`src/rtl/seq_disp_pkg.sv`:
```
// Shared definitions for the sequential-lights display controller.
// Segment bit indices, direction/mode enums, pos width helper and the
// (digit, segment) -> perimeter index map.
package seq_disp_pkg;

    localparam int SEG_A  = 0;
    localparam int SEG_B  = 1;
    localparam int SEG_C  = 2;
    localparam int SEG_D  = 3;
    localparam int SEG_E  = 4;
    localparam int SEG_F  = 5;
    localparam int SEG_G  = 6;
    localparam int SEG_DP = 7;

    typedef enum logic {
        CW  = 1'b0,
        CCW = 1'b1
    } dir_e;

    typedef enum logic {
        CHASE = 1'b0,
        FILL  = 1'b1
    } mode_e;

    // Width of pos: must hold 0..P where P = 2n+4
    function automatic int unsigned pos_w(input int unsigned n);
        return $clog2(2 * n + 5);
    endfunction

    // Perimeter index of a segment on a digit (digit 0 = rightmost), -1 if unused
    function automatic int perim_idx(input int dig, input int seg, input int n);
        int r;
        r = -1;
        case (seg)
            SEG_A: r = n - 1 - dig;
            SEG_B: r = (dig == 0) ? n : -1;
            SEG_C: r = (dig == 0) ? n + 1 : -1;
            SEG_D: r = n + 2 + dig;
            SEG_E: r = (dig == n - 1) ? 2 * n + 2 : -1;
            SEG_F: r = (dig == n - 1) ? 2 * n + 3 : -1;
            default: r = -1;
        endcase
        return r;
    endfunction

endpackage

```
`src/rtl/seq_disp_ctrl_if.sv`:
```
// Switch/pin bundle for seq_disp_ctrl.
// master: drives en/dir/speed/mode, receives an/seg/pos. slave: the controller.
// N_DIG must match the controller's N_DIG.
interface seq_disp_ctrl_if
    import seq_disp_pkg::*;
#(
    parameter int unsigned N_DIG = 4
);
    localparam int unsigned POS_W = pos_w(N_DIG);

    logic             en;
    logic             dir;
    logic [1:0]       speed;
    logic             mode;
    logic [N_DIG-1:0] an;
    logic [7:0]       seg;
    logic [POS_W-1:0] pos;

    modport master (output en, dir, speed, mode, input an, seg, pos);
    modport slave  (input en, dir, speed, mode, output an, seg, pos);
endinterface

```
`src/rtl/tick_div.sv`:
```
// Programmable-divisor counter: counts 0..div-1 while run=1 and flags the
// terminal count for one cycle. run=0 or clr=1 returns the count to 0.
// Ports: clk, reset (async active-low), run, clr, div, tick_c (combinational).
module tick_div #(
    parameter int unsigned W = 8
) (
    input  logic         clk,
    input  logic         reset,
    input  logic         run,
    input  logic         clr,
    input  logic [W-1:0] div,
    output logic         tick_c
);
    logic [W-1:0] cnt_q, cnt_d;
    logic         armed_q, armed_d;
    logic [W-1:0] term_c;

    // armed_q remembers run from the previous cycle so a tick at terminal
    // count still fires in the cycle run drops, but never while idle.
    assign term_c  = div - W'(1);
    assign tick_c  = armed_q && (cnt_q >= term_c);
    assign armed_d = run;

    // >= tolerates a divisor that shrinks below the current count
    always_comb begin
        cnt_d = cnt_q + W'(1);
        if (!run || clr || tick_c) begin
            cnt_d = '0;
        end
    end

    always_ff @(posedge clk or negedge reset) begin
        if (!reset) begin
            cnt_q   <= '0;
            armed_q <= 1'b0;
        end else begin
            cnt_q   <= cnt_d;
            armed_q <= armed_d;
        end
    end
endmodule

```
`src/rtl/seq_disp_ctrl.sv`:
```
// Sequential-lights controller for an N_DIG common-anode 7-segment display.
// Runs a lit pattern around the display perimeter and scans the digits.
// Ports: clk, reset (async active-low), bus (seq_disp_ctrl_if.slave):
//   en/dir/speed/mode in, an (active-low digit enable), seg {dp,g..a}
//   active-low, pos (pattern counter) out.
// Build option: define SEQ_DISP_FILL_EN to add the fill mode.
module seq_disp_ctrl
    import seq_disp_pkg::*;
#(
    parameter int unsigned N_DIG    = 4,
    parameter int unsigned STEP_DIV = 50_000_000,
    parameter int unsigned SCAN_DIV = 100_000
) (
    input  logic           clk,
    input  logic           reset,
    seq_disp_ctrl_if.slave bus
);
    localparam int unsigned P       = 2 * N_DIG + 4;
    localparam int unsigned POS_W   = pos_w(N_DIG);
    localparam int unsigned SCAN_W  = $clog2(N_DIG);
    localparam int unsigned STEP_CW = $clog2(STEP_DIV + 1);
    localparam int unsigned SCAN_CW = $clog2(SCAN_DIV + 1);

    logic [POS_W-1:0]   pos_q, pos_d;
    logic [SCAN_W-1:0]  scan_idx_q, scan_idx_d;
    logic [N_DIG-1:0]   an_q, an_d;
    logic [7:0]         seg_q, seg_d;
    logic [STEP_CW-1:0] step_div_c;
    logic               step_tick_c, scan_tick_c;
    logic               mode_clr_c, fill_c;
    dir_e               dir_c;

    assign dir_c      = dir_e'(bus.dir);
    assign step_div_c = STEP_CW'(STEP_DIV >> bus.speed);

`ifdef SEQ_DISP_FILL_EN
    mode_e mode_q, mode_d;

    assign mode_d     = mode_e'(bus.mode);
    assign mode_clr_c = (mode_d != mode_q);
    assign fill_c     = (mode_q == FILL);

    always_ff @(posedge clk or negedge reset) begin
        if (!reset) mode_q <= CHASE;
        else        mode_q <= mode_d;
    end
`else
    logic unused_mode;

    assign unused_mode = bus.mode;
    assign mode_clr_c  = 1'b0;
    assign fill_c      = 1'b0;
`endif

    tick_div #(.W(STEP_CW)) u_step_div (
        .clk    (clk),
        .reset  (reset),
        .run    (bus.en),
        .clr    (mode_clr_c),
        .div    (step_div_c),
        .tick_c (step_tick_c)
    );

    tick_div #(.W(SCAN_CW)) u_scan_div (
        .clk    (clk),
        .reset  (reset),
        .run    (1'b1),
        .clr    (1'b0),
        .div    (SCAN_CW'(SCAN_DIV)),
        .tick_c (scan_tick_c)
    );

    // Is perimeter position k lit for the current pattern state
    function automatic logic is_lit(input int k, input logic [POS_W-1:0] p,
                                    input logic fill, input dir_e d);
        if (k < 0)     return 1'b0;
        if (!fill)     return (k == int'(p));
        if (d == CW)   return (k < int'(p));
        return (k >= int'(P) - int'(p));
    endfunction

    // Pattern step, digit scan and registered pin values
    always_comb begin
        pos_d      = pos_q;
        scan_idx_d = scan_idx_q;
        an_d       = ~(N_DIG'(1) << scan_idx_q);
        seg_d      = 8'hFF;

        if (mode_clr_c) begin
            pos_d = '0;
        end else if (step_tick_c) begin
            if (fill_c) begin
                pos_d = (pos_q == POS_W'(P)) ? '0 : pos_q + POS_W'(1);
            end else if (dir_c == CW) begin
                pos_d = (pos_q == POS_W'(P - 1)) ? '0 : pos_q + POS_W'(1);
            end else begin
                pos_d = (pos_q == '0) ? POS_W'(P - 1) : pos_q - POS_W'(1);
            end
        end

        if (scan_tick_c) begin
            scan_idx_d = (scan_idx_q == SCAN_W'(N_DIG - 1)) ? '0 : scan_idx_q + SCAN_W'(1);
        end

        for (int s = SEG_A; s <= SEG_G; s++) begin
            if (is_lit(perim_idx(int'(scan_idx_q), s, int'(N_DIG)), pos_q, fill_c, dir_c)) begin
                seg_d[s] = 1'b0;
            end
        end
    end

    always_ff @(posedge clk or negedge reset) begin
        if (!reset) begin
            pos_q      <= '0;
            scan_idx_q <= '0;
            an_q       <= '1;
            seg_q      <= 8'hFF;
        end else begin
            pos_q      <= pos_d;
            scan_idx_q <= scan_idx_d;
            an_q       <= an_d;
            seg_q      <= seg_d;
        end
    end

    assign bus.an  = an_q;
    assign bus.seg = seg_q;
    assign bus.pos = pos_q;
endmodule

```
`src/flat_wrapper.sv`:
```
// flat-port wrapper written by rule: the top's interface ports become plain ports
module seq_disp_ctrl_flat import seq_disp_pkg::*;
#(
    parameter int unsigned N_DIG    = 4,
    parameter int unsigned STEP_DIV = 50_000_000,
    parameter int unsigned SCAN_DIV = 100_000
)
  (clk, reset, bus_en, bus_dir, bus_speed, bus_mode, bus_an, bus_seg, bus_pos);
  seq_disp_ctrl_if #(.N_DIG(N_DIG)) bus_i ();
  input  logic clk;
  input  logic reset;
  input wire logic [$bits(bus_i.en)-1:0] bus_en;
  input wire logic [$bits(bus_i.dir)-1:0] bus_dir;
  input wire logic [$bits(bus_i.speed)-1:0] bus_speed;
  input wire logic [$bits(bus_i.mode)-1:0] bus_mode;
  output wire logic [$bits(bus_i.an)-1:0] bus_an;
  output wire logic [$bits(bus_i.seg)-1:0] bus_seg;
  output wire logic [$bits(bus_i.pos)-1:0] bus_pos;
  assign bus_i.en = bus_en;
  assign bus_i.dir = bus_dir;
  assign bus_i.speed = bus_speed;
  assign bus_i.mode = bus_mode;
  assign bus_an = bus_i.an;
  assign bus_seg = bus_i.seg;
  assign bus_pos = bus_i.pos;
  seq_disp_ctrl #(.N_DIG(N_DIG), .STEP_DIV(STEP_DIV), .SCAN_DIV(SCAN_DIV)) u_core (.clk(clk), .reset(reset), .bus(bus_i));
endmodule
```
`config.mk`:
```
export PLATFORM = sky130hd
export DESIGN_NAME = seq_disp_ctrl_flat
export DESIGN_NICKNAME = d
export VERILOG_FILES = /design/src/rtl/seq_disp_pkg.sv /design/src/rtl/seq_disp_ctrl_if.sv /design/src/rtl/tick_div.sv /design/src/rtl/seq_disp_ctrl.sv /design/src/flat_wrapper.sv
export SDC_FILE = /design/constraint.sdc
export NUM_CORES = 1
export LEC_CHECK = 0
export CORE_ASPECT_RATIO = 0.6
export CORE_MARGIN = 1.5
export CORE_UTILIZATION = 56
export DETAILED_ROUTE_END_ITERATION = 10
export PLACE_DENSITY = 0.85
export REMOVE_ABC_BUFFERS = 1
export SLEW_MARGIN = 25
export SYNTH_ARGS = -nofsm -noshare
export SYNTH_HDL_FRONTEND = slang
export SYNTH_HIERARCHICAL = 1
export SYNTH_SLANG_ARGS = --single-unit
```
`constraint.sdc`:
```
create_clock -name clk -period 2.2 [get_ports clk]
set_input_delay 0.44 -clock clk [delete_from_list [all_inputs] [get_ports clk]]
set_output_delay 0.44 -clock clk [all_outputs]
set_load 0.05 [all_outputs]
```
======== Yosys cells after proc, flatten, opt, wreduce, memory -nomap -nowiden ========
Cells that the tools add are included.
storage, ports and cells
  register bits ........................... 61
  bits of input ports ..................... 7
  output and inout bits ................... 16
  word-level logic and storage cells ...... 126
cells by class
  add/sub/neg operators ................... 9
  magnitude comparators ................... 20
  equal/unequal tests ..................... 9
  shifts and indexed selects .............. 2
  multiplexer cells ....................... 71
  bitwise gates (word level) .............. 1
  reductions and logical operators ........ 6
operators with widths
  kind                   number
  $eq 32x5->1            6
  $ge 32x32->1           6
  $lt 32x1->1 const B    6
  $lt 32x5->1            6
  $mux 32                4
  $mux 1                 61
  $add 26x1->26 const B  1
  $ge 26x26->1           1
  $mux 26                1
  $shr 26x2->26 const A  1
  $sub 26x1->26 const B  1
  $add 17x1->17 const B  1
  $ge 17x17->1 const B   1
  $mux 17                1
  $mux 4                 3
  $sub 4x4->5 const A    1
  $add 3x2->4 const A    1
  $add 4x1->4 const B    1
  $eq 4x4->1 const B     1
  $logic_not 4->1        1
  $not 4->4              1
  $shl 1x2->4 const A    1
  $sub 4x1->4 const B    1
  $sub 2x2->3 const A    1
  8 further kinds        9

======== Longest topological paths before layout ========
  depth after elaboration ................. 11
  gate-level depth with buffers ........... 18
  gate-level depth less buffers ........... 17

======== By module ========
Netlist, hierarchy kept.
by module, submodules not included
  module                        times used  cells each  area each (µm²)  seq. area each (µm²)
  tick_div (u_core.u_step_div)  1           266         2,369.8          675.6
  tick_div (u_core.u_scan_div)  1           164         1,456.4          450.4
  seq_disp_ctrl                 1           92          918.4            412.9

======== Worst setup path before layout ========
No wires, ideal clock.
  path type ............................... input to register
  start point ............................. input port bus_speed[0]
  end point ............................... register u_core.pos_q[3] (netlist: u_core/bus.pos[3])
  library setup time ...................... 99 ps
  arrival ................................. 3,516 ps
  data required time ...................... 2,101 ps
  slack ................................... -1,415 ps
  stages .................................. 17
  path buffers ............................ 1
  cells stage by stage .................... inv_1 -> nand2_1 -> inv_1 -> nor4_2 -> nand3_1 -> or3_2 -> xor2_1 -> ha_1 -> a21o_1 -> a221o_1 -> a32oi_1 -> o211a_1 -> o21ai_0 -> clkbuf_1 -> inv_1 -> a2111oi_2 -> a311oi_1
between the ends
  cells in the longest elaborated chain, start to end .. 4
RTL lines
  element                          RTL line              source
  start: declaration               flat_wrapper.sv:14    input wire logic [$bits(bus_i.speed)-1:0] bus_speed;
  $shr 26x2->26                    seq_disp_ctrl.sv:34   assign step_div_c = STEP_CW'(STEP_DIV >> bus.speed);
  named net u_core.step_div_c[14]  seq_disp_ctrl.sv:28   logic [STEP_CW-1:0] step_div_c;
  $sub 26x1->26                    tick_div.sv:20        assign term_c = div - W'(1);
  $ge 26x26->1                     tick_div.sv:21        assign tick_c = armed_q && (cnt_q >= term_c);
  $logic_and 1x1->1                tick_div.sv:21
  named net u_core.step_tick_c     seq_disp_ctrl.sv:29   logic step_tick_c, scan_tick_c;
  end signal: assignment           seq_disp_ctrl.sv:119  pos_q <= pos_d;
  end: declaration                 seq_disp_ctrl.sv:24   logic [POS_W-1:0] pos_q, pos_d;
The timed path passes the listed nets, and every way through them passes these cells.
A chain may end at the register's enable or synchronous reset.

======== Worst setup path in the final report ========
  start point ............................. input port bus_speed[0]
  end point ............................... register u_core.u_step_div.cnt_q[7]
between the ends
  cells in the longest elaborated chain, start to end .. 6
RTL lines
  element                               RTL line             source
  $shr 26x2->26                         seq_disp_ctrl.sv:34
  named net u_core.step_div_c[15]       seq_disp_ctrl.sv:28
  $sub 26x1->26                         tick_div.sv:20
  $ge 26x26->1                          tick_div.sv:21
  $logic_and 1x1->1                     tick_div.sv:21
  $logic_or 1x1->1                      tick_div.sv:27       if (!run || clr || tick_c) begin
  $mux 26                               tick_div.sv:27
  named net u_core.u_step_div.cnt_d[7]  tick_div.sv:14       logic [W-1:0] cnt_q, cnt_d;
  end signal: assignment                tick_div.sv:37       cnt_q <= cnt_d;
  end: declaration                      tick_div.sv:14
The timed path passes the listed nets, and every way through them passes these cells.

==> flow_summary.json <==
{
  "status": "finished with violations",
  "violations": "negative setup slack",
  "synth.area.top_cells": "dfrtp_1 (27%), ha_1 (14%), xnor2_1 (9.6%)",
  "clockBufferDepth": 2,
  "worstSetupEndpointType": "register",
  "fin_nets": 748,
  "rows": 25,
  "gp_congestion": 0.855,
  "synth.cell_area_mm2": 0.00474,
  "max_slew_margin_pct": 49.6,
  "crit_type": "in -> reg",
  "synth_cell_type_count": 59,
  "grt.met2_usage_pct": 56.6,
  "via_per_inst": 6.20,
  "die_w_um": 122,
  "cap_violations": 0,
  "p_leak_nw": 2.84,
  "met1_usage_pct": 45.3,
  "busiest_layer": "met2",
  "worst_path_most_repeated_cell": "buf_4",
  "ir_worst_vdd_mv": 0.567,
  "path_buf_inv": 6,
  "num_io_pins": 23,
  "rsz0062_at_grt": "true",
  "antenna_found_initial": 0,
  "multi_input_area_mm2": 0.00366,
  "synth_top_area_share_pct": 26.9,
  "synth_top_area_cell": "dfrtp_1",
  "cts_root_buf": "clkbuf_16",
  "synth_common_cells": "ha_1 (54), xnor2_1 (52), dfrtp_1 (51)",
  "ys_ff_latch": 61,
  "clock-sinks": 61,
  "htreeDepth": 3,
  "worst_r2r_path_depth": 10,
  "slowest_delay_ns": 0.33,
  "reg2reg_to": "u_core/bus.pos[3]",
  "rrSetupSlack_ns": -0.47,
  "tightest_slew_ns": 0.756,
  "cp_max_fo": 11,
  "async_flop_share_pct": 100,
  "first_pass_iters": 5,
  "grt_pass1_vias": 4745,
  "grt_use_met3_pct": 6.75,
  "place_area_mm2": 0.00570,
  "regArea_mm2": 0.00154,
  "power_density_mw_per_mm2": 497,
  "grt_usage_pct": 34.5,
  "wl_per_cell_um": 20.9,
  "dp.cells": 769,
  "drive_gt1_share_pct": 25.6,
  "cts_tree": "yes",
  "grt_pass1_wl_um": 23700,
  "fin_skew_ns": 0.00956,
  "critical_path.cell_chain": "buf_6, inv_2, buf_6, nor2_1, nor2_2, buf_4, nand3_4, nor4_4, xnor2_1, ha_1, a21o_1, a221o_1, a32oi_2, buf_4, nand4b_1, buf_4, nor3_2",
  "finalHoldViolations": 0,
  "required_ns": 2.45,
  "power_mw": 3.24,
  "die_h_um": 74.3,
  "routed-via-count": 4961,
  "place_hpwl_um": 8920,
  "cts_buffers": 9,
  "dieArea_mm2": 0.00905,
  "fill_cells": 378,
  "period_needed_ns": 3.24,
  "start_kind": "input pin",
  "finalNonFillerCells": 800,
  "initial_core_util_pct": 59.0,
  "drc": 0,
  "clock.fmax_mhz": 309,
  "final-max-slew-violation-count": 0,
  "finalWirelength_um": 16700,
  "synth_edf_count": 0,
  "core_mm2": 0.00804,
  "finalInstanceArea_mm2": 0.00653,
  "final_antenna_net_count": 0,
  "setup_viol": 30,
  "critical_path_arrival_ns": 3.49,
  "path_clk_slew_ns": 0.06,
  "port_buffers": 19,
  "yosys_most_used_dff": "dfrtp_1",
  "r2r-start": "u_core/u_step_div/cnt_q[18]",
  "fin_crit_sh_pct": 147,
  "crit_cells": 17,
  "setup_slack_ns": -1.04,
  "netlist_instances": 522,
  "n_antenna_cell": 0,
  "synth_most_common_cell": "ha_1",
  "yosys_warnings": 6,
  "hp-class": "in -> async",
  "crit_family": "simple AND/OR/NAND/NOR gates",
  "seq_area_frac_synth_pct": 32.4,
  "grt_max_degree": 32,
  "area_delta_synth_final_pct": 37.7,
  "clock_latency_ns": 0.34,
  "cp_slowest_cell": "a221o_1",
  "avgSynthCellArea_um2": 9.09,
  "setup_tns_ns": -29.20,
  "ctsHoldBuffers": 0,
  "drt_iter0_drc": 603,
  "grt-ovfl-total": 0
}
[registers in the layout (all words and copies together), names as in the netlist]
register / cells
u_core/bus.pos: 4
u_core/u_scan_div/armed_q: 1
u_core/scan_idx_q: 2
u_core/bus.an: 4
u_core/u_step_div/armed_q: 1
u_core/u_step_div/cnt_q: 26
u_core/u_scan_div/cnt_q: 17
u_core/bus.seg: 6
[repair_timing]
action / 4_1_cts / 5_1_grt
cloned: 1 / 2
gates resized for setup: 54 / 46
pin swaps: 14 / 28
endpoints found under the hold margin: 0 / 0
endpoints found under the setup margin: 30 / 32
setup buffers: 8 / 5
[stage by stage]
stage | hold slack [ns] | utilization, % | setup WS (ns)
finish | 0.164 | 81.3 | -1.04
global route | 0.218 | 81.3 | -1.12
CTS | 0.177 | 78.2 | -1.02
detailed placement | 0.488 | 71.0 | -1.95
global placement | 0.468 | 71.0 | -1.56
floorplan | 0.144 | - | -1.64
[cell type report]
| class | count | share of cell area, % |
|---|---|---|
| Multi-Input combinational cell | 498 | 56.0 |
| Sequential cell | 61 | 23.6 |
| Timing Repair Buffer | 90 | 12.1 |
| Clock buffer | 10 | 3.66 |
| Tap cell | 108 | 2.07 |
| Inverter | 27 | 1.55 |
| Clock inverter | 6 | 1.07 |
[layout by cell type, fill, tap and decap left out, types with 3 or more instances in the layout]
cell / count
buf_12: 3
conb_1: 79
nand2b_1: 5
xnor2_1: 52
or3_4: 4
ha_1: 53
nand2_1: 30
nor4_1: 3
dfrtp_1: 51
buf_6: 8
clkbuf_16: 10
nor3_2: 19
nor3_1: 21
xor2_1: 29
a21oi_1: 15
nor2b_1: 4
a21o_1: 3
nand4_1: 15
o21ai_0: 14
buf_4: 64
and3_1: 6
nand3_1: 27
nor2_1: 42
clkinvlp_4: 3
inv_1: 24
nor3_4: 13
inv_2: 3
clkdlybuf4s50_1: 13
or3_1: 7
dfstp_2: 10
nor2_2: 4
[where the power goes]
group | total [mW] | internal (mW) | switching (mW)
clock network | 1.47 | 0.915 | 0.558
registers | 1.20 | 1.16 | 0.0431
logic | 0.570 | 0.205 | 0.364
total | 3.24 | 2.28 | 0.966
[worst max path at each step]
stage               slack, ns                          to         start
floorplan               -1.64  u_core/u_step_div/cnt_q[1]  bus_speed[0]
detailed placement      -1.95           u_core/bus.pos[3]  bus_speed[0]
global placement        -1.56           u_core/bus.pos[3]  bus_speed[0]
finish                  -1.04  u_core/u_step_div/cnt_q[7]  bus_speed[0]
global route            -1.12  u_core/u_step_div/cnt_q[7]  bus_speed[0]
CTS                     -1.02           u_core/bus.pos[3]  bus_speed[0]
[kinds of logic (layout without fill, tap and decap cells)]
group | Yosys count | count (layout) | synth area share (%)
DFF | 61 | 61 | 32.4
AOI/OAI and AO/OA | 56 | 56 | 8.02
other | 2 | 79 | 0.158
muxes | 1 | 1 | 0.211
adders and majority gates | 54 | 54 | 14.2
buffers and inverters | 40 | 133 | 3.98
xor gates and xnor gates | 81 | 81 | 15.0
and+or+nand+nor | 227 | 227 | 26.0
[routing by layer]
layer  part of all wire [%]  up-vias
met5                      0        -
met4                    6.3        0
met3                     10      132
met2                     45      416
met1                     38     2302
li1                       -     2111
Note: power is estimated with default switching activity, not from simulation.
